`src/rtl/calc_pkg.sv`:
```
// calc_pkg: state encoding and result/BCD geometry shared across the calculator datapath.
package calc_pkg;
    typedef enum logic [1:0] {IDLE = 2'd0, SHIFT = 2'd1, DONE = 2'd2} state_t;
    localparam int RESULT_W = 8;
    localparam int BCD_DIGITS = 3;
    localparam int ONES_LSB = 0;
    localparam int TENS_LSB = 4;
    localparam int HUNDREDS_LSB = 8;
endpackage

```
`src/rtl/calc_result_bcd_add3.sv`:
```
// bcd_add3: double-dabble correction cell, adds 3 to any digit of 5 or more.
module bcd_add3 (
    input  logic [3:0] digit,
    output logic [3:0] adjusted
);
    assign adjusted = (digit >= 4'd5) ? digit + 4'd3 : digit;
endmodule

```
`src/rtl/calc_result_bcd.sv`:
```
// calc_result_bcd: sequential double-dabble binary-to-BCD converter with valid/ready handshake.
module calc_result_bcd
    import calc_pkg::*;
#(
    parameter int WIDTH = RESULT_W,
    parameter int NDIG  = BCD_DIGITS,
    parameter int CW    = 4
) (
    input  logic                clk,
    input  logic                rst,
    input  logic                in_valid,
    output logic                in_ready,
    input  logic [WIDTH-1:0]    result,
    input  logic                neg,
    output logic                out_valid,
    input  logic                out_ready,
    output logic [4*NDIG-1:0]   bcd,
    output logic                out_neg,
    output logic                busy
);
    localparam int BW = 4 * NDIG;

    state_t state, state_next;
    logic [CW-1:0] count;
    logic [BW+WIDTH-1:0] sreg, shifted;
    logic [BW-1:0] adj;
    logic neg_l, accept, last;

    generate
        for (genvar i = 0; i < NDIG; i++) begin : g_add3
            bcd_add3 u_add3 (.digit(sreg[WIDTH+4*i +: 4]), .adjusted(adj[4*i +: 4]));
        end
    endgenerate

    assign shifted = {adj[BW-2:0], sreg[WIDTH-1:0], 1'b0};
    assign last = count == CW'(WIDTH - 1);
    assign accept = in_valid & in_ready;

    always_ff @(posedge clk or posedge rst) begin
        if (rst) state <= IDLE;
        else state <= state_next;
    end

    always_comb begin
        state_next = state;
        case (state)
            IDLE:    state_next = accept ? SHIFT : IDLE;
            SHIFT:   state_next = last ? DONE : SHIFT;
            DONE:    state_next = out_ready ? (in_valid ? SHIFT : IDLE) : DONE;
            default: state_next = IDLE;
        endcase
    end

    // in_ready is held low while reset is asserted so nothing is accepted during it
    always_comb begin
        in_ready  = !rst && (state == IDLE || (state == DONE && out_ready));
        out_valid = state == DONE;
        busy      = state == SHIFT;
    end

    always_ff @(posedge clk or posedge rst) begin
        if (rst) begin
            count   <= '0;
            sreg    <= '0;
            bcd     <= '0;
            out_neg <= 1'b0;
            neg_l   <= 1'b0;
        end else if (accept) begin
            sreg  <= {{BW{1'b0}}, result};
            count <= '0;
            neg_l <= neg & (|result);
        end else if (state == SHIFT) begin
            sreg  <= shifted;
            count <= count + CW'(1);
            if (last) begin
                bcd     <= shifted[BW+WIDTH-1 -: BW];
                out_neg <= neg_l;
            end
        end
    end
endmodule

```
`config.mk`:
```
export PLATFORM = sky130hd
export DESIGN_NAME = calc_result_bcd
export DESIGN_NICKNAME = d
export VERILOG_FILES = /design/src/rtl/calc_pkg.sv /design/src/rtl/calc_result_bcd_add3.sv /design/src/rtl/calc_result_bcd.sv
export SDC_FILE = /design/constraint.sdc
export NUM_CORES = 1
export LEC_CHECK = 0
export BUFFER_PORTS_ARGS = -buffer_cell sky130_fd_sc_hd__buf_2
export CAP_MARGIN = 20
export CORE_MARGIN = 10
export CORE_UTILIZATION = 40
export CTS_CLUSTER_SIZE = 20
export DETAILED_ROUTE_END_ITERATION = 7
export GPL_ROUTABILITY_DRIVEN = 0
export GPL_TIMING_DRIVEN = 0
export PLACE_DENSITY = 0.63
export SYNTH_ARGS = -nofsm -noshare
export SYNTH_HDL_FRONTEND = slang
export SYNTH_SLANG_ARGS = --single-unit
```
`constraint.sdc`:
```
create_clock -name clk -period 2.1 [get_ports clk]
set_input_delay 0.105 -clock clk [delete_from_list [all_inputs] [get_ports clk]]
set_output_delay 0.105 -clock clk [all_outputs]
set_load 0.01 [all_outputs]
```
==> reports/results.tsv, run 1 <==
stage	metric	value	unit
die	I/O pin count	29	
global_route	gr ovfl total	0	
power_and_ir_drop	Switch Pwr	1.33	mW
synthesis	number of enable flip-flop cells after synthesis	0	
status	failing checks	hold timing	
layout	post-route insts no fill	301	
placed_design	pre-CTS setup slack	362	ps
synthesis	Simple-Gate Fraction of Synth Area	17.2	%
route	met3 WL post-DR	196	um
placed_design	port bufs	28	
synthesis	post-synthesis compound-gate area fraction	13.7	%
sta	Max Clk Rate	570	MHz
clocking	Clock Latency Late Sink	290	ps
power_and_ir_drop	combinational power share	44.6	%
synthesis	fraction of registers with async set/reset	100	%
synthesis	synth cell count leaders	dfrtp_1, nand2_1, o21ai_0	
power_and_ir_drop	Pleak	1.09	nW
run	MaxCap Viol Count	0	
clocking	depth of the CTS H-tree	2	
clocking	Sink Count	40	
synthesis	Post-Synth Adder-Cell Area	4.49	%
clocking	Num CTS Buffers	5	
clocking	CTS root buf	clkbuf_8	
synthesis	Unique masters post-synth	31	
power_and_ir_drop	Flop pwr share	39.3	%
clocking	CTS resizes	0	
synthesis	Syn Inst Count	199	
worst_setup_path	Crit Path Max Fanout	5	
clocking	postcts setup bufs	0	
sta	minimum clock period	1750	ps
die	core box area	4720	um^2
sta	final setup margin	346	ps
sta	setup TNS	0	ps
die	Die Span Y	89.9	um
synthesis	multiplexer share of the synthesized area	5.32	%
sta	clk_skew	6.09	ps
global_route	Global Route Usage Sum	10.2	%
route	met2 WL post-DR	1780	um
synthesis	Syn Nets	219	
status	outcome	finished, violations left	
worst_setup_path	reg2reg end	sreg[18]	
layout	Total Nets Final	254	
synthesis	Synth Cell Area	1950	um^2
power_and_ir_drop	Clk pwr share	16.1	%
global_route	pin count of the biggest net entering global routing	41	
synthesis	xor/xnor share of the synthesized area	2.69	%
sta	final hold viol count	1	
clocking	maximum clock path buffer count	2	
route	final wirelength	3910	um
min_path	HP Start	out_ready	
synthesis	sequential area share after synthesis	51.3	%
clocking	clock-pin slew on the worst setup and hold paths	70	ps
synthesis	dominant cell type by area after synthesis	dfrtp_1	
route	Via Count	1462	
route	drt wl/cell	13.0	um
global_route	initial antenna violation count	0	
worst_setup_path	worst path arrival time	1950	ps
synthesis	flops & latches, synth	40	
worst_setup_path	Critical Path RT	2300	ps
global_route	wire length of the first global-routing pass	6930	um
die	initial core utilization	41.3	%
sta	RSZ-0062 raised after global routing	no	
sta	Worst-Margin Slew	820	ps
worst_setup_path	CP Launch Type	flop	
layout	Area growth syn-to-layout	16.4	%
synthesis	Yosys top cell area share	51.3	%
synthesis	Synth Flop Type	dfrtp_1	
synthesis	Synthesis Warnings	0	
sta	fin crit share	83.5	%
min_path	Worst Hold Path EP	state[1]	
clocking	hold_buf cts	0	
placed_design	Cells after DPL	294	
route	drt first pass iters	3	
power_and_ir_drop	Overall Power	3.40	mW
die	Die X	89.9	um
route	DR iter-0 viols	44	
power_and_ir_drop	cell internal pwr	2.07	mW
synthesis	most frequent cell after synthesis	dfrtp_1	
min_path	Hold WC Path Type	in -> reg	
worst_setup_path	reg2reg start	sreg[16]	
sta	setup violators final	0	
power_and_ir_drop	pwr dens	1500	nW/um^2
synthesis	Syn Area/Cell	9.81	um^2
layout	share of layout cells above drive strength 1	21.4	%
power_and_ir_drop	Switching Share	39.1	%
route	post-route ant nets	0	
min_path	hold path cells	2	
worst_setup_path	Crit Path Class	reg -> reg	
sta	Fin Hold WS	-0.0812	ps
placed_design	Placement Cell Area	2180	um^2
die	row cnt	25	
layout	Final Cell Area	2270	um^2
route	via density per instance	4.86	
global_route	vias in the first global route	1534	
sta	Final Max Slew Viols	0	
placed_design	DP HPWL	2940	um
route	drc violations	0	
synthesis	main combinational cell family by area after synthesis	simple AND/OR/NAND/NOR gates	
worst_setup_path	Critical Path End Type	flop	
sta	worst rel slew slack	45.3	%
die	die area	8070	um^2
clocking	TritonCTS clock tree	yes	
power_and_ir_drop	Max VDD drop	0.000444	V
synthesis	synth top area cells	dfrtp_1, nand2_1, o21ai_0, ha_1, a21oi_1	
layout	ANT cells	0	
worst_setup_path	Worst R2R Path Depth	6	
worst_setup_path	Reg2Reg Setup Slack	350	ps
route	Max Used Layer	met4	
route	met1 wire length	1860	um
[layout make-up]
class,instances,area [um^2]
fill,482,2450
sequential,40,1000
multi-input combinational,141,847
timing repair buffer,28,140
clock buffer,7,96.3
tap,67,83.8
buffer,8,63.8
inverter,10,40.0
[state kept, by name, indices dropped and copies added, names as in the netlist]
signal and flops:
count 4, sreg 20, neg_l 1, out_neg 1, state 2, bcd 12
[worst max path at each step]
stage | from | endpoint | slack [ps]
2_1_floorplan | sreg[16] | sreg[18] | 510
3_3_place_gp | sreg[16] | sreg[18] | 390
3_5_place_dp | sreg[16] | sreg[18] | 360
4_1_cts | sreg[16] | sreg[18] | 330
5_1_grt | sreg[12] | sreg[14] | 220
6_report | sreg[16] | sreg[18] | 350
[power groups by stage]
| stage | logic, mW | clock network, mW | registers [mW] |
|---|---|---|---|
| 2_1_floorplan | 1.10 | 0 | 1.36 |
| 3_3_place_gp | 1.50 | 0 | 1.34 |
| 3_5_place_dp | 1.54 | 0 | 1.36 |
| 4_1_cts | 1.55 | 0.562 | 1.34 |
| 5_1_grt | 1.75 | 0.592 | 1.40 |
| 6_report | 1.52 | 0.546 | 1.34 |
[per-stage QoR]
step / hold WS (ps) / util, %
after floorplan: 191 / -
after global placement: 295 / 46.1
after detailed placement: 321 / 46.1
after CTS: 3.45 / 48.1
after global routing: 9.10 / 48.1
final: -0.0812 / 48.1
[critical path: stages (launching register included)]
cell,delay [ps]
dfrtp_1,410
inv_1,100
ha_1,230
nand2b_1,80
a21oi_1,230
mux2_2,380
a211oi_1,230
[metal layers]
layer / vias up / GRT usage, %
met5: - / 0
met4: 0 / 4.51
met3: 7 / 3.16
met2: 26 / 16.7
met1: 683 / 11.9
li1: 746 / -
[cell usage in the layout (no fill, tap or decap), drive strengths merged]
master   n
nand2   41
dfrtp   40
buf     35
o21ai   26
a21oi   14
inv     10
clkbuf   8
mux2i    7
nor2     7
ha       7
o22ai    6
nor3b    5
xnor2    4
nand3    4
nand2b   3
mux2     3
a211oi   3
xor2     2
nor4     2
and3b    1
nor2b    1
nor4b    1
o31ai    1
and2     1
nand4    1
nor3     1
[cells by family after synthesis]
kind of cell / Yosys count
AOI/OAI and AO/OA: 50
xor gates and xnor gates: 6
adders and majority gates: 7
buffers and inverters: 18
DFF: 40
muxes: 10
and+or+nand+nor: 68
(Power assumes the default switching activity.)
==> inputs of run 2 (changes only) <==
PLACE_DENSITY = 0.66   (was 0.63)
clock period = 1.44 ns   (was 2.1 ns; I/O delays follow)
==> run 2 against run 1 <==
Compared with the run above:
- the run ends with hold timing, setup timing left
- critical path depth unchanged
- utilization increased by 9.2 points
- clock skew decreased by 2.4 ps
- sequential power increased by 51%
- sequential share of layout area decreased by 7.0 points
- power increased by 81%
- clock-buffer cell count increased by 1
- setup slack got worse by 360 ps
==> reports/results.tsv, run 2 (synthesis gave the netlist of run 1 again) <==
stage	metric	value	unit	change
worst_setup_path	reg2reg start	sreg[17]		
die	die area	8070	um^2	unchanged
worst_setup_path	Critical Path End Type	flop		
power_and_ir_drop	Pleak	1.27	nW	+17%
route	drt wl/cell	13.8	um	+6.4%
worst_setup_path	worst path arrival time	1660	ps	-290 ps
sta	clk_skew	3.70	ps	-2.39 ps
layout	commonest non-fill, non-tap cell in the layout	nand2_1		
route	met3 WL post-DR	241	um	+23%
layout	fillers	407		-16%
clocking	Num CTS Buffers	5		unchanged
sta	Max Clk Rate	688	MHz	+21%
layout	post-route insts no fill	329		+9.3%
sta	Worst-Margin Slew	821	ps	+0.971 ps
sta	Fin Hold WS	-23.6	ps	-23.6 ps
worst_setup_path	worst path cell trace	inv_2 -> ha_4 -> nand2b_4 -> a21oi_4 -> mux2_4 -> a211oi_2		
worst_setup_path	Bufs and invs on worst path	1		unchanged
route	Via Count	1593		+9.0%
layout	Largest register FFs	20		unchanged
route	via density per instance	4.84		-0.31%
route	final wirelength	4540	um	+16%
layout	most frequent cells in the layout	nand2_1, dfrtp_1, buf_2		
status	failing checks	hold timing, setup timing		
worst_setup_path	CP Launch Type	flop		
run	MaxCap Viol Count	0		unchanged
sta	final setup margin	-13.8	ps	-360 ps
route	drt first pass iters	4		+1
die	I/O pin count	29		unchanged
die	row cnt	25		unchanged
sta	fin crit share	101	%	+17 points
clocking	TritonCTS clock tree	yes		
sta	final hold viol count	40		+39
worst_setup_path	worst setup path startpoint	sreg[17]		
route	DR iter-0 viols	93		+110%
global_route	gr ovfl total	0		unchanged
clocking	CTS root buf	clkbuf_8		
layout	share of layout cells above drive strength 1	40.1	%	+19 points
route	post-route ant nets	0		unchanged
clocking	maximum clock path buffer count	2		unchanged
sta	RSZ-0062 raised after global routing	yes		
power_and_ir_drop	Switch Pwr	2.40	mW	+81%
global_route	vias in the first global route	1667		+8.7%
sta	worst rel slew slack	45.2	%	-0.065 points
layout	ANT cells	0		unchanged
layout	biggest regs	sreg: 20 flops, bcd: 12 flops, count: 4 flops		
min_path	Hold WC Path Type	in -> async		
sta	setup violators final	2		+2
die	Die Span Y	89.9	um	unchanged
die	initial core utilization	41.3	%	unchanged
status	outcome	finished, violations left		
power_and_ir_drop	Max VDD drop	0.000686	V	+55%
power_and_ir_drop	combinational power share	54.5	%	+9.9 points
route	Max Used Layer	met4		
route	met1 wire length	2030	um	+8.9%
die	Die X	89.9	um	unchanged
placed_design	Cells after DPL	294		unchanged
clocking	Clock Latency Late Sink	290	ps	about the same
layout	largest reg by FF count	sreg		
route	met2 WL post-DR	2200	um	+23%
layout	multi-input combinational cell area	1060	um^2	+25%
worst_setup_path	Max stage delay on crit path	370	ps	-40 ps
worst_setup_path	Top delay family on crit path	flip-flops		
power_and_ir_drop	pwr dens	2270	nW/um^2	+51%
worst_setup_path	Critical Path RT	1650	ps	-650 ps
worst_setup_path	Crit-path slowest cell	dfrtp_1		
die	core box area	4720	um^2	unchanged
placed_design	DP HPWL	3010	um	+2.3%
worst_setup_path	Crit Path Class	reg -> reg		
power_and_ir_drop	cell internal pwr	3.73	mW	+81%
clocking	depth of the CTS H-tree	2		unchanged
clocking	clock-pin slew on the worst setup and hold paths	70	ps	about the same
layout	Reg area	1000	um^2	+0.37%
global_route	pin count of the biggest net entering global routing	41		unchanged
layout	Area growth syn-to-layout	38.8	%	
global_route	initial antenna violation count	0		unchanged
global_route	wire length of the first global-routing pass	7770	um	+12%
sta	minimum clock period	1450	ps	-300 ps
placed_design	pre-CTS setup slack	-199	ps	-561 ps
power_and_ir_drop	Clk pwr share	12.5	%	-3.6 points
sta	Final Max Slew Viols	0		unchanged
placed_design	port bufs	28		unchanged
route	drc violations	0		unchanged
power_and_ir_drop	Flop pwr share	33.0	%	-6.3 points
worst_setup_path	Crit Path Max Fanout	3		-2
clocking	Sink Count	40		unchanged
power_and_ir_drop	Overall Power	6.14	mW	+81%
global_route	Global Route Usage Sum	11.6	%	+1.4 points
layout	fin util	57.4	%	+9.2 points
power_and_ir_drop	Switching Share	39.2	%	about the same
layout	Total Nets Final	281		+11%
[run 2: changes by cell type in the layout (fill, tap and decap cells not counted), moves of 5 or more]
cell           previous run  this run
buf_4                     0        24
inv_1                     8         1
inv_2                     1         8
ha_1                      7         1
ha_4                      0         6
dlygate4sd3_1             0         5
[run 2: path summary, 6_finish.rpt]
kind | to | slack [ps] | depth (start not counted)
setup / recovery | sreg[18] | -10 | 6
hold / removal | count[2] | -20 | 2
setup reg to reg | sreg[18] | -10 | 6
hold reg to reg | bcd[8] | 470 | 2
max in group asynchronous | sreg[16] | 890 | 2
min in group clk | sreg[7] | 0 | 3
[run 2: repair_timing]
| item | CTS | global route |
|---|---|---|
| hold endpoints to repair | 5 | 0 |
| resized for setup | 22 | 17 |
| hold buffers | 5 | 0 |
| buffers inserted | 14 | 8 |
| gates cloned | 0 | 0 |
| pin swaps | 9 | 7 |
| setup endpoints to repair | 27 | 28 |
[run 2: cell type report]
| cell class | instances | share of cell area, % |
|---|---|---|
| timing repair buffer | 55 | 13.3 |
| clock buffer | 8 | 3.33 |
| tap | 67 | 3.09 |
| multi-input combinational | 141 | 39.0 |
| inverter | 10 | 1.57 |
| sequential | 40 | 37.1 |
| buffer | 8 | 2.63 |
[run 2: through the flow]
| stage | setup TNS, ps | instance area (um^2) |
|---|---|---|
| 4_1_cts | -131 | 2580 |
| 5_1_grt | -606 | 2710 |
| 3_3_place_gp | -9120 | 2250 |
| 6_report | -27.7 | 2710 |
| 3_5_place_dp | -3440 | 2250 |
| 2_1_floorplan | -1.16 | 2020 |
[run 2: power groups by stage]
stage	sequential [mW]	combinational, mW	clock, mW
finish	2.03	3.35	0.765
global route	2.10	3.71	0.866
CTS	2.01	3.09	0.789
detailed placement	2.01	2.51	0
global placement	1.99	2.43	0
floorplan	2.02	1.82	0
[run 2: metal layers]
layer | vias up | track usage [%]
met5 | - | 0
met2 | 33 | 19.2
met3 | 6 | 4.49
met4 | 0 | 5.04
met1 | 752 | 12.9
li1 | 802 | -
